### src/rtl/rggen_register_access_arbiter.sv
// Round-robin arbiter that shares one register access bus among several host adapters.
// Each transaction runs IDLE -> BUSY -> RESPOND, with an optional watchdog on the BUSY phase.
module rggen_register_access_arbiter #(
    parameter int HOSTS         = 2,
    parameter int ADDRESS_WIDTH = 8,
    parameter int BUS_WIDTH     = 32,
    parameter int TIMEOUT       = 0
) (
    input  logic                         i_clk,
    input  logic                         i_rst_n,
    input  logic [HOSTS-1:0]             i_host_valid,
    input  logic [2*HOSTS-1:0]           i_host_access,
    input  logic [HOSTS*ADDRESS_WIDTH-1:0] i_host_address,
    input  logic [HOSTS*BUS_WIDTH-1:0]   i_host_write_data,
    input  logic [HOSTS*BUS_WIDTH-1:0]   i_host_strobe,
    output logic [HOSTS-1:0]             o_host_ready,
    output logic [2*HOSTS-1:0]           o_host_status,
    output logic [HOSTS*BUS_WIDTH-1:0]   o_host_read_data,
    output logic [HOSTS-1:0]             o_grant,
    output logic                         o_register_valid,
    output logic [1:0]                   o_register_access,
    output logic [ADDRESS_WIDTH-1:0]     o_register_address,
    output logic [BUS_WIDTH-1:0]         o_register_write_data,
    output logic [BUS_WIDTH-1:0]         o_register_strobe,
    input  logic                         i_register_ready,
    input  logic [1:0]                   i_register_status,
    input  logic [BUS_WIDTH-1:0]         i_register_read_data
);

    localparam int PTR_W = (HOSTS > 1) ? $clog2(HOSTS) : 1;
    localparam int TMR_W = (TIMEOUT > 1) ? $clog2(TIMEOUT) : 1;
    localparam logic [TMR_W-1:0] TIMER_LAST     = TMR_W'((TIMEOUT > 0) ? (TIMEOUT - 1) : 0);
    localparam logic [1:0]       STATUS_TIMEOUT = 2'b10;

    typedef enum logic [1:0] {
        ST_IDLE    = 2'd0,
        ST_BUSY    = 2'd1,
        ST_RESPOND = 2'd2
    } state_e;

    state_e                      state_r;
    logic [PTR_W-1:0]            ptr_r;
    logic [TMR_W-1:0]            timer_r;
    logic [HOSTS-1:0]            grant_r;
    logic                        reg_valid_r;
    logic [1:0]                  reg_access_r;
    logic [ADDRESS_WIDTH-1:0]    reg_address_r;
    logic [BUS_WIDTH-1:0]        reg_write_data_r;
    logic [BUS_WIDTH-1:0]        reg_strobe_r;
    logic [HOSTS-1:0]            host_ready_r;
    logic [2*HOSTS-1:0]          host_status_r;
    logic [HOSTS*BUS_WIDTH-1:0]  host_read_data_r;

    state_e                      state_next_s;
    logic [PTR_W-1:0]            ptr_next_s;
    logic [TMR_W-1:0]            timer_next_s;
    logic [HOSTS-1:0]            grant_next_s;
    logic                        reg_valid_next_s;
    logic [1:0]                  reg_access_next_s;
    logic [ADDRESS_WIDTH-1:0]    reg_address_next_s;
    logic [BUS_WIDTH-1:0]        reg_write_data_next_s;
    logic [BUS_WIDTH-1:0]        reg_strobe_next_s;
    logic [HOSTS-1:0]            host_ready_next_s;
    logic [2*HOSTS-1:0]          host_status_next_s;
    logic [HOSTS*BUS_WIDTH-1:0]  host_read_data_next_s;

    int                          rr_sum_s;
    logic [PTR_W-1:0]            rr_idx_s;
    logic                        rr_hit_s;
    logic                        pick_found_s;
    logic [PTR_W-1:0]            pick_idx_s;
    logic [PTR_W-1:0]            pick_next_ptr_s;
    logic [HOSTS-1:0]            pick_grant_s;
    logic [1:0]                  pick_access_s;
    logic [ADDRESS_WIDTH-1:0]    pick_address_s;
    logic [BUS_WIDTH-1:0]        pick_write_data_s;
    logic [BUS_WIDTH-1:0]        pick_strobe_s;

    logic                        timeout_hit_s;
    logic [1:0]                  resp_status_s;
    logic [BUS_WIDTH-1:0]        resp_data_s;
    logic [2*HOSTS-1:0]          route_status_s;
    logic [HOSTS*BUS_WIDTH-1:0]  route_data_s;

    // Round-robin search: first valid host at or after the pointer, wrapping at HOSTS-1.
    always_comb begin
        pick_found_s = 1'b0;
        pick_idx_s   = '0;
        rr_sum_s     = '0;
        rr_idx_s     = '0;
        rr_hit_s     = 1'b0;
        for (int off = 0; off < HOSTS; off++) begin
            rr_sum_s     = int'(ptr_r) + off;
            rr_idx_s     = (rr_sum_s >= HOSTS) ? PTR_W'(rr_sum_s - HOSTS) : PTR_W'(rr_sum_s);
            rr_hit_s     = !pick_found_s && i_host_valid[rr_idx_s];
            pick_idx_s   = rr_hit_s ? rr_idx_s : pick_idx_s;
            pick_found_s = pick_found_s || rr_hit_s;
        end
        pick_next_ptr_s = (pick_idx_s == PTR_W'(HOSTS - 1)) ? '0 : (pick_idx_s + PTR_W'(1));
    end

    // Payload multiplexer for the picked host, plus its one-hot grant.
    always_comb begin
        pick_grant_s      = '0;
        pick_access_s     = 2'b00;
        pick_address_s    = '0;
        pick_write_data_s = '0;
        pick_strobe_s     = '0;
        for (int h = 0; h < HOSTS; h++) begin
            pick_grant_s[h]   = (pick_idx_s == PTR_W'(h));
            pick_access_s     = pick_grant_s[h] ? i_host_access[2*h +: 2] : pick_access_s;
            pick_address_s    = pick_grant_s[h] ? i_host_address[h*ADDRESS_WIDTH +: ADDRESS_WIDTH] : pick_address_s;
            pick_write_data_s = pick_grant_s[h] ? i_host_write_data[h*BUS_WIDTH +: BUS_WIDTH] : pick_write_data_s;
            pick_strobe_s     = pick_grant_s[h] ? i_host_strobe[h*BUS_WIDTH +: BUS_WIDTH] : pick_strobe_s;
        end
    end

    // Response selection; a real ready always beats the watchdog in the same cycle.
    always_comb begin
        timeout_hit_s  = (TIMEOUT > 0) && (timer_r == TIMER_LAST);
        resp_status_s  = i_register_ready ? i_register_status : STATUS_TIMEOUT;
        resp_data_s    = i_register_ready ? i_register_read_data : '0;
        route_status_s = '0;
        route_data_s   = '0;
        for (int h = 0; h < HOSTS; h++) begin
            route_status_s[2*h +: 2]             = grant_r[h] ? resp_status_s : 2'b00;
            route_data_s[h*BUS_WIDTH +: BUS_WIDTH] = grant_r[h] ? resp_data_s : '0;
        end
    end

    // Next-state and next-output logic; host response outputs default to 0 so the pulse lasts one cycle.
    always_comb begin
        state_next_s          = state_r;
        ptr_next_s            = ptr_r;
        timer_next_s          = timer_r;
        grant_next_s          = grant_r;
        reg_valid_next_s      = reg_valid_r;
        reg_access_next_s     = reg_access_r;
        reg_address_next_s    = reg_address_r;
        reg_write_data_next_s = reg_write_data_r;
        reg_strobe_next_s     = reg_strobe_r;
        host_ready_next_s     = '0;
        host_status_next_s    = '0;
        host_read_data_next_s = '0;
        case (state_r)
            ST_IDLE: begin
                if (pick_found_s) begin
                    state_next_s          = ST_BUSY;
                    ptr_next_s            = pick_next_ptr_s;
                    timer_next_s          = '0;
                    grant_next_s          = pick_grant_s;
                    reg_valid_next_s      = 1'b1;
                    reg_access_next_s     = pick_access_s;
                    reg_address_next_s    = pick_address_s;
                    reg_write_data_next_s = pick_write_data_s;
                    reg_strobe_next_s     = pick_strobe_s;
                end else begin
                    grant_next_s     = '0;
                    reg_valid_next_s = 1'b0;
                end
            end
            ST_BUSY: begin
                if (i_register_ready || timeout_hit_s) begin
                    state_next_s          = ST_RESPOND;
                    reg_valid_next_s      = 1'b0;
                    host_ready_next_s     = grant_r;
                    host_status_next_s    = route_status_s;
                    host_read_data_next_s = route_data_s;
                end else begin
                    timer_next_s = timer_r + TMR_W'(1);
                end
            end
            ST_RESPOND: begin
                state_next_s = ST_IDLE;
                grant_next_s = '0;
            end
            default: begin
                state_next_s     = ST_IDLE;
                grant_next_s     = '0;
                reg_valid_next_s = 1'b0;
                timer_next_s     = '0;
            end
        endcase
    end

    // State and output registers.
    always_ff @(posedge i_clk or negedge i_rst_n) begin
        if (!i_rst_n) begin
            state_r          <= ST_IDLE;
            ptr_r            <= '0;
            timer_r          <= '0;
            grant_r          <= '0;
            reg_valid_r      <= 1'b0;
            reg_access_r     <= 2'b00;
            reg_address_r    <= '0;
            reg_write_data_r <= '0;
            reg_strobe_r     <= '0;
            host_ready_r     <= '0;
            host_status_r    <= '0;
            host_read_data_r <= '0;
        end else begin
            state_r          <= state_next_s;
            ptr_r            <= ptr_next_s;
            timer_r          <= timer_next_s;
            grant_r          <= grant_next_s;
            reg_valid_r      <= reg_valid_next_s;
            reg_access_r     <= reg_access_next_s;
            reg_address_r    <= reg_address_next_s;
            reg_write_data_r <= reg_write_data_next_s;
            reg_strobe_r     <= reg_strobe_next_s;
            host_ready_r     <= host_ready_next_s;
            host_status_r    <= host_status_next_s;
            host_read_data_r <= host_read_data_next_s;
        end
    end

    assign o_host_ready          = host_ready_r;
    assign o_host_status         = host_status_r;
    assign o_host_read_data      = host_read_data_r;
    assign o_grant               = grant_r;
    assign o_register_valid      = reg_valid_r;
    assign o_register_access     = reg_access_r;
    assign o_register_address    = reg_address_r;
    assign o_register_write_data = reg_write_data_r;
    assign o_register_strobe     = reg_strobe_r;

endmodule
### config.mk
export PLATFORM = sky130hd
export DESIGN_NAME = rggen_register_access_arbiter
export DESIGN_NICKNAME = d
export VERILOG_FILES = /design/src/rtl/rggen_register_access_arbiter.sv
export SDC_FILE = /design/constraint.sdc
export NUM_CORES = 1
export LEC_CHECK = 0
export ABC_AREA = 1
export CAP_MARGIN = 20
export CORE_ASPECT_RATIO = 1.75
export CORE_MARGIN = 10
export CORE_UTILIZATION = 45
export CTS_BUF_LIST = sky130_fd_sc_hd__clkbuf_4 sky130_fd_sc_hd__clkbuf_8
export CTS_CLUSTER_DIAMETER = 80
export DETAILED_ROUTE_END_ITERATION = 8
export PLACE_DENSITY = 0.92
export SYNTH_ARGS = -nofsm -noshare
export SYNTH_HDL_FRONTEND = slang
export SYNTH_SLANG_ARGS = --single-unit
export TNS_END_PERCENT = 50
### constraint.sdc
create_clock -name i_clk -period 2.8 [get_ports i_clk]
set_input_delay 0.42 -clock i_clk [delete_from_list [all_inputs] [get_ports i_clk]]
set_output_delay 0.42 -clock i_clk [all_outputs]
set_load 0.05 [all_outputs]
# Word level (Yosys, flattened, before mapping)
# Index checks and enable logic that the tools add are counted.
dict set report op_classes {
  addsub 4
  mul 0
  div_mod_pow 0
  magnitude_cmp 4
  eq_ne 4
  shift 0
  mux 31
  bitwise 2
  reduce_logical 7
}
# operator count
set op_table {}
lappend op_table {{$mux W32} 4}
lappend op_table {{$mux W64} 2}
lappend op_table {{$mux W2} 8}
lappend op_table {{$mux W1} 11}
lappend op_table {{$mux W4} 2}
lappend op_table {{$mux W8} 1}
lappend op_table {{$pmux W2 S2} 2}
lappend op_table {{$reduce_and A2 Y1} 3}
lappend op_table {{$lt A1 B2 Y1 const B} 2}
lappend op_table {{$ne A2 B2 Y1 const B} 2}
lappend op_table {{$pmux W1 S3} 1}
lappend op_table {{$add A1 B1 Y2 const B} 1}
lappend op_table {{$eq A2 B1 Y1 const B} 1}
lappend op_table {{$eq A2 B2 Y1 const B} 1}
lappend op_table {{$ge A1 B2 Y1 const B} 1}
lappend op_table {{$ge A2 B2 Y1 const B} 1}
lappend op_table {{$logic_not A2 Y1} 1}
lappend op_table {{$not A1 Y1} 2}
lappend op_table {{$sub A1 B1 Y1 const B} 2}
lappend op_table {{$add A1 B1 Y1 const B} 1}
lappend op_table {{$logic_and A1 B1 Y1} 1}
lappend op_table {{$logic_not A1 Y1} 1}
lappend op_table {{$logic_or A1 B1 Y1} 1}
dict set report word_totals {
  register_bits 150
  latch_bits 0
  ramBits 0
  romBits 0
  input_bits 187
  output_inout_bits 147
  elab_cells 63
  mem_count 0
}

# Longest topological paths before layout
# Gate-level depths: netlist (run 1).
dict set report depth {
  depth_word 10
  depth_mapped 8
  depth_no_buf 6
}

# Worst setup path after synthesis (run 1)
# Ideal clock, no wire load.
dict set report synth_timing {
  path_kind {input -> register}
  from {input i_host_valid[0]}
  to {register reg_access_r[0], in the netlist o_register_access[0]}
  setup_time_ns 0.118
  t_arrival_ns 1.125
  t_required_ns 2.682
  setup_slack_ns 1.558
  cell_stages 6
  n_path_buf 2
  path_cell_list {nand2_1 -> buf_4 -> clkbuf_1 -> nand3_1 -> nand3_1 -> nand2_1}
}
dict set report synth_between {
  elab_chain_cells 6
  word_cells_on_any_way 11
  classes_between {mux: 7; reduce/logical: 4}
}
# element line_no
set synth_lines {}
lappend synth_lines {{from (decl)} 11} ;# input logic [HOSTS-1:0] i_host_valid,
lappend synth_lines {{$mux W1 (not written as such) (2 in a row)} 95} ;# rr_hit_s = !pick_found_s && i_host_valid[rr_idx_s];
lappend synth_lines {{$logic_not A1 Y1} 95}
lappend synth_lines {{$logic_and A1 B1 Y1} 95}
lappend synth_lines {{$mux W1 / $logic_or A1 B1 Y1 (equally long branches)} {96, 97}}
lappend synth_lines {{$mux W2 / $reduce_and A2 Y1 (equally long branches)} n/a}
lappend synth_lines {{to (signal assigned)} 207} ;# reg_access_r <= reg_access_next_s;
lappend synth_lines {{to (decl)} 46} ;# logic [1:0] reg_access_r;
# Parallel ways exist; a longest one is shown, timed or not. The select of a mux whose other input is x is not followed.
# A chain may end at the register's enable or synchronous reset.

# Final worst setup path (run 1)
dict set report layout_timing {
  from {register grant_r[1], in the netlist o_grant[1]}
  to {output o_grant[1]}
}
# element line_no
set layout_lines {}
lappend layout_lines {{from (decl)} 44} ;# logic [HOSTS-1:0] grant_r;
lappend layout_lines {{from (signal assigned)} 205} ;# grant_r <= grant_next_s;
lappend layout_lines {{to (decl)} 19} ;# output logic [HOSTS-1:0] o_grant,
# No word-level cell between the ends.

==> metrics.md, run 1 <==
| Metric | Value |
|---|---|
| Top cells by count, synth | nand2_1, inv_1, dfrtp_1, nand3_1, nor2_1 |
| Die area | 20,200 sq um |
| Final Critical Period | 2110 ps |
| Routed length per instance | 17.2 um |
| CP Launch Point | o_grant[1] |
| CP Capture Type | primary output |
| Area of the multi-input gates | 1930 sq um |
| Port Buffers | between 300 and 400 |
| Vias/cell | 4.76 |
| Slew margin rel. | 0.520 |
| Crit path largest cell delay | 860 ps |
| Post-route setup TNS | 0 ps |
| R2r startpoint | state_r[1] |
| Area contributors post-synth | dfrtp_1, nand2_1, nand3_1 |
| # IOs | 334 |
| Global-route wire length before repair | 36.9 mm |
| CP max FO | 3 |
| Fmax | 473 MHz |
| Num CTS Buffers | 17 |
| Mapped Area | approximately 6600 sq um |
| Setup Viol. Count Final | 0 |
| Largest net degree at the start of global routing | 77 |
| RSZ-0062 raised after global routing | no |
| Worst Path Buf+Inv | 1 |
| Worst path required time | about 2400 ps |
| Clock Skew | between 15 and 20 ps |
| Number of synthesized flops with an enable pin | 0 |
| Row cnt | 58 |
| Result of the run | finished, final reports clean |
| Final Cycle Share | 0.755 |
| FF-to-FF setup slack | 1240 ps |
| Cell count after synthesis | 843 |
| Fin nets | between 1,000 and 1,500 |
| DP HPWL | 18.0 mm |
| Clock transition at path regs | 90 ps |
| Most frequent cell after synthesis | nand2_1 |
| Layout cell share with drive strength beyond 1 | 0.0460 |
| Critical path depth | 1 |
| Fill count | 1,008 |
| Asr flop ratio synth | 1.00 |
| Congestion Overflow GR | 0 |
| Syn avg cell area | 7.85 sq um |
| Die X | between 100 and 150 um |
| Drt drc | 0 |
| Min-delay worst type | flop to flop |
| GPL Wtd Cong | 0.831 |
| Synth cell types | 13 |
| RR Endpoint | o_host_read_data[48] |
| Clock root cell | clkbuf_8 |
| Total chip power | around 10,000 uW |
| Worst Tran Pin Value | between 700 and 800 ps |
| CTS H-Tree Depth | 4 |
| Synth Net Count | 1,030 |
| Synth Flop Type | dfrtp_1 |
| Critical-path top delay cell | clkdlybuf4s50_1 |
| Pwr Density | 996 nW/um^2 |
| Starting Density | 0.458 |
| Worst setup path end | o_grant[1] |
| Arrival time worst endpoint | approximately 1700 ps |
| Vias in the first global route | around 6,800 |
| Critical path class | flop to primary output |
| Area grow syn2layout | 58.2% |
| Count of pins over their slew limit | 0 |
| Drt first pass iters | 5 |
| Max-Cap Viols | 0 |
| Top cell type by total area after synthesis | dfrtp_1 |
| #FFs+latches synth | 150 |
| Die Height | 180 um |
| Post-route core utilization | 0.725 |
| Post-Route WL | 23.4 mm |
| Post-route ant nets | 0 |
| GRT Util Overall | 0.229 |
| Yosys warnings | 0 |
| Sequential share of the synthesized area | 0.567 |
| CORE AREA | 14,400 sq um |
| CTS max path bufs | 2 |
| Worst Hold Depth | 2 |
| Antenna violations before repair | 3 |
| Clock tree sinks | 150 |
| Share of the synthesized area in the top cell type | 0.567 |
| CP Cell Sequence | clkdlybuf4s50_1 |
| Drt first-iter violations | 324 |
| Crit start category | flop |
| FF+latch area | 3750 sq um |
| Worst r2r path cells | 5 |
| Vias | 6,470 |
| TritonCTS clock tree | done |
| Worst-skew pair later-pin latency | 430 ps |
| Worst ir drop on vdd | slightly above 600 uV |
| Worst path top cell family by delay | buffers and inverters |
| Fin. Hold Viols | 0 |
| Pleak | 0.00562 uW |
-- report_power, final --
group	switching, uW	internal (uW)
clock	904	665
combinational	3890	1790
sequential	354	2830
total	5150	5280
-- cells by family after synthesis --
logic type             count (synthesis)  share of synthesized area
AND/OR/NAND/NOR                      454                      0.287
AO/OA/AOI/OAI                          4                    0.00302
buffers and inverters                235                      0.143
flip-flops                           150                      0.567
-- through the flow --
step	setup WS [ps]	instance area [sq um]	hold WS, ps	std cells
2_1_floorplan	1560	6620	124	843
3_3_place_gp	903	10100	414	1322
3_5_place_dp	831	10100	423	1322
4_1_cts	649	10500	488	1355
5_1_grt	606	10500	498	1358
6_report	686	10500	484	1358
-- state kept, by name (all words and copies together), names as in the netlist --
signal	count
state_r	2
o_grant	2
o_register_access	2
o_register_valid	1
o_register_strobe	32
o_host_read_data	64
o_register_address	8
o_host_ready	2
o_register_write_data	32
o_host_status	4
ptr_r	1
-- worst min path at each step --
stage                                  from               endpoint  slack (ps)
floorplan                           i_rst_n             o_grant[0]         120
global placement                    i_rst_n        o_host_ready[1]         410
detailed placement                  i_rst_n   o_host_read_data[38]         420
CTS                   o_register_strobe[21]  o_register_strobe[21]         490
global route        i_register_read_data[5]   o_host_read_data[37]         500
finish                o_register_strobe[21]  o_register_strobe[21]         480
-- per-layer routing --
metal  routed length, um  part of all wire  vias to the layer above  GRT usage
met5                   0                 0                        -          0
met1                8410              0.36                     2966      0.245
met4                1440             0.062                        0      0.148
met2               11900              0.51                      317      0.389
li1                    -                 -                     3109          -
met3                1590             0.068                       78     0.0590
-- final cells by class --
| class | count | share of cell area |
|---|---|---|
| flip-flops and latches | 150 | 0.358 |
| diodes | 3 | 0.000717 |
| inverters | 189 | 0.0677 |
| clock buffers | 18 | 0.0231 |
| well taps | 180 | 0.0215 |
| repair buffers | 346 | 0.331 |
| clock inverters | 14 | 0.0133 |
| multi-input cells | 458 | 0.184 |
-- repair_timing --
action / CTS / global route
buffers inserted: 0 / 0
hold endpoints to repair: 58 / 0
gates resized for setup: 0 / 0
hold buffers: 1 / 0
-- placed cells by master (no fill, tap or decap), types with 2 or more instances in the layout --
| cell type | netlist | final |
|---|---|---|
| inv_6 | 0 | 5 |
| nand2_1 | 231 | 229 |
| buf_4 | 6 | 9 |
| inv_2 | 2 | 2 |
| diode_2 | 0 | 3 |
| o21ai_0 | 4 | 4 |
| nor2_1 | 69 | 69 |
| clkinv_4 | 0 | 5 |
| buf_12 | 0 | 3 |
| clkbuf_8 | 0 | 17 |
| nand2_2 | 2 | 4 |
| clkinv_8 | 0 | 2 |
| nand3_1 | 150 | 150 |
| clkdlybuf4s50_1 | 0 | 331 |
| dfrtp_1 | 150 | 150 |
| inv_1 | 187 | 187 |
No activity file was read; power rests on OpenSTA's default activity.
==> inputs of run 2 (changes only) <==
--- a/config.mk
+++ b/config.mk
@@ -9,11 +9,11 @@
 export CAP_MARGIN = 20
 export CORE_ASPECT_RATIO = 1.75
 export CORE_MARGIN = 10
-export CORE_UTILIZATION = 45
+export CORE_UTILIZATION = 42
 export CTS_BUF_LIST = sky130_fd_sc_hd__clkbuf_4 sky130_fd_sc_hd__clkbuf_8
 export CTS_CLUSTER_DIAMETER = 80
 export DETAILED_ROUTE_END_ITERATION = 8
-export PLACE_DENSITY = 0.92
+export PLACE_DENSITY = 0.87
 export SYNTH_ARGS = -nofsm -noshare
 export SYNTH_HDL_FRONTEND = slang
 export SYNTH_SLANG_ARGS = --single-unit
==> constraint.sdc (replaced) <==
create_clock -name i_clk -period 2 [get_ports i_clk]
set_input_delay 0.3 -clock i_clk [delete_from_list [all_inputs] [get_ports i_clk]]
set_output_delay 0.3 -clock i_clk [all_outputs]
set_load 0.05 [all_outputs]
==> run 2 against run 1 <==
  * Critical path depth is the same
  * Clock power increased by 50%
  * Final cell count up 0.81%
  * Register-to-register slack lost 750 ps
  * Combinational power rose by 41%
  * Wire length increased by 1.2%
  * Sequential share of layout area shrank 0.46 points
  * Via count down 0.17%
  * Worst setup slack worse by 640 ps
  * Count of clock-buffer cells in the layout is the same
  * Largest cell class unchanged
==> metrics.md, run 2 (same netlist as run 1, synthesis figures left out) <==
| Metric | Value |
|---|---|
| Vias in the first global route | around 6,600 |
| Most frequent cells in the layout | clkdlybuf4s50_1, nand2_1, inv_1, nand3_1, dfrtp_1 |
| Num CTS Buffers | 17 |
| Die X | 115 um |
| Global-route wire length before repair | ~36 mm |
| GRT Util Overall | 0.213 |
| Port Buffers | roughly 330 |
| Worst path required time | 1700 ps |
| RR Endpoint | o_register_write_data[14] |
| Worst path top cell family by delay | buffers and inverters |
| # IOs | 334 |
| Worst Tran Pin Value | 582 ps |
| Design area | ~11,000 sq um |
| Post-Route WL | about 24 mm |
| Fmax | 512 MHz |
| CP Capture Type | primary output |
| Clock Skew | 16.5 ps |
| Worst ir drop on vdd | between 800 and 900 uV |
| Starting Density | 0.428 |
| RSZ-0062 raised after global routing | no |
| Layout cell share with drive strength beyond 1 | 0.0525 |
| CP Cell Sequence | clkdlybuf4s50_1 |
| CORE AREA | 15,500 sq um |
| Worst r2r path cells | 6 |
| Pleak | ~0.0059 uW |
| DP HPWL | 18.2 mm |
| CTS max path bufs | 2 |
| Clock transition at path regs | 100 ps |
| Post-route core utilization | 0.686 |
| CP max FO | 2 |
| Slew margin rel. | 0.612 |
| Post-route ant nets | 0 |
| Congestion Overflow GR | 0 |
| Commonest non-fill, non-tap cell in the layout | clkdlybuf4s50_1 |
| Max reg flops | 64 |
| Largest net degree at the start of global routing | 49 |
| Drt drc | 0 |
| R2r startpoint | state_r[0] |
| Final Cycle Share | 0.977 |
| Die area | approximately 21,000 sq um |
| Min-delay worst type | input pin to asynchronous set/reset pin |
| Post-route setup TNS | 0 ps |
| TritonCTS clock tree | done |
| Fin nets | around 1,400 |
| Critical path class | flop to primary output |
| Fin. Hold Viols | 0 |
| Pwr Density | 1400 nW/um^2 |
| Critical-path top delay cell | clkdlybuf4s50_1 |
| GPL Wtd Cong | 0.866 |
| Crit path largest cell delay | 870 ps |
| Drt first pass iters | 4 |
| Clock tree sinks | 150 |
| Crit start category | flop |
| Worst-skew pair later-pin latency | 440 ps |
| Drt first-iter violations | 279 |
| Final Critical Period | 1950 ps |
| Row cnt | 60 |
| Routed length per instance | 17.3 um |
| Vias | ~6,500 |
| Worst Path Buf+Inv | 1 |
| Area grow syn2layout | 60.3% |
| Dpl cell area | 10,200 sq um |
| Max-Cap Viols | 0 |
| Die Height | 186 um |
| Setup Viol. Count Final | 0 |
| Post-CTS Setup Inserts | 0 |
| CTS H-Tree Depth | 4 |
| Clock root cell | clkbuf_8 |
| Result of the run | finished, final reports clean |
| FF-to-FF setup slack | 490 ps |
| Count of pins over their slew limit | 0 |
| Antenna violations before repair | 3 |
| Vias/cell | about 4.7 |
| Arrival time worst endpoint | between 1500 and 2000 ps |
-- run 2: cell count changes in the layout (fill, tap and decap cells not counted) --
cell / previous run / this run
bufinv_16: 0 / 1
clkinv_4: 5 / 4
buf_12: 3 / 6
dlymetal6s2s_1: 0 / 16
buf_4: 9 / 14
inv_6: 5 / 4
inv_8: 1 / 2
clkdlybuf4s50_1: 331 / 310
dlygate4sd2_1: 0 / 2
-- run 2: per-layer routing --
metal	up-vias	global-route usage	wire, um
li1	3123	-	-
met1	2969	0.224	8150
met2	309	0.372	12400
met3	58	0.0596	2070
met4	0	0.115	1060
met5	-	0	0
-- run 2: repair_timing --
action                     in CTS  in global routing
setup endpoints to repair       2                 16
gates resized for setup         2                 16
hold buffers                    1                  0
hold endpoints to repair       43                  0
-- run 2: final cells by class --
class	instances	area, sq um
Tap cell	186	233
Fill cell	1250	4850
Sequential cell	150	3750
Multi-Input combinational cell	458	1930
Inverter	189	709
Antenna cell	3	7.51
Clock inverter	14	163
Timing Repair Buffer	351	3570
Clock buffer	18	241
-- run 2: through the flow --
stage / power, uW / instances / hold WS, ps / setup slack, ps
after floorplan: 9490 / 843 / 4.41 / 778
after global routing: 15600 / 1369 / 367 / 0.0433
after global placement: 12500 / 1333 / 261 / 235
after CTS: 15000 / 1366 / 340 / 7.93
after detailed placement: 12600 / 1333 / 264 / 205
final: 14800 / 1369 / 348 / 45.7
-- run 2: how the worst max path moves through the flow --
stage,cells past startpoint,startpoint,endpoint,slack [ps]
after floorplan,8,state_r[0],o_register_write_data[10],780
after global placement,6,i_host_valid[0],o_register_write_data[11],230
final,1,o_register_strobe[9],o_register_strobe[9],50
after detailed placement,6,i_host_valid[0],o_register_write_data[5],200
after global routing,1,o_register_strobe[6],o_register_strobe[6],0.04
after CTS,1,o_host_read_data[15],o_host_read_data[15],8
-- run 2: report_power, final --
group	internal [uW]	switching, uW
clock	1060	1300
combinational	2550	5460
sequential	3960	496
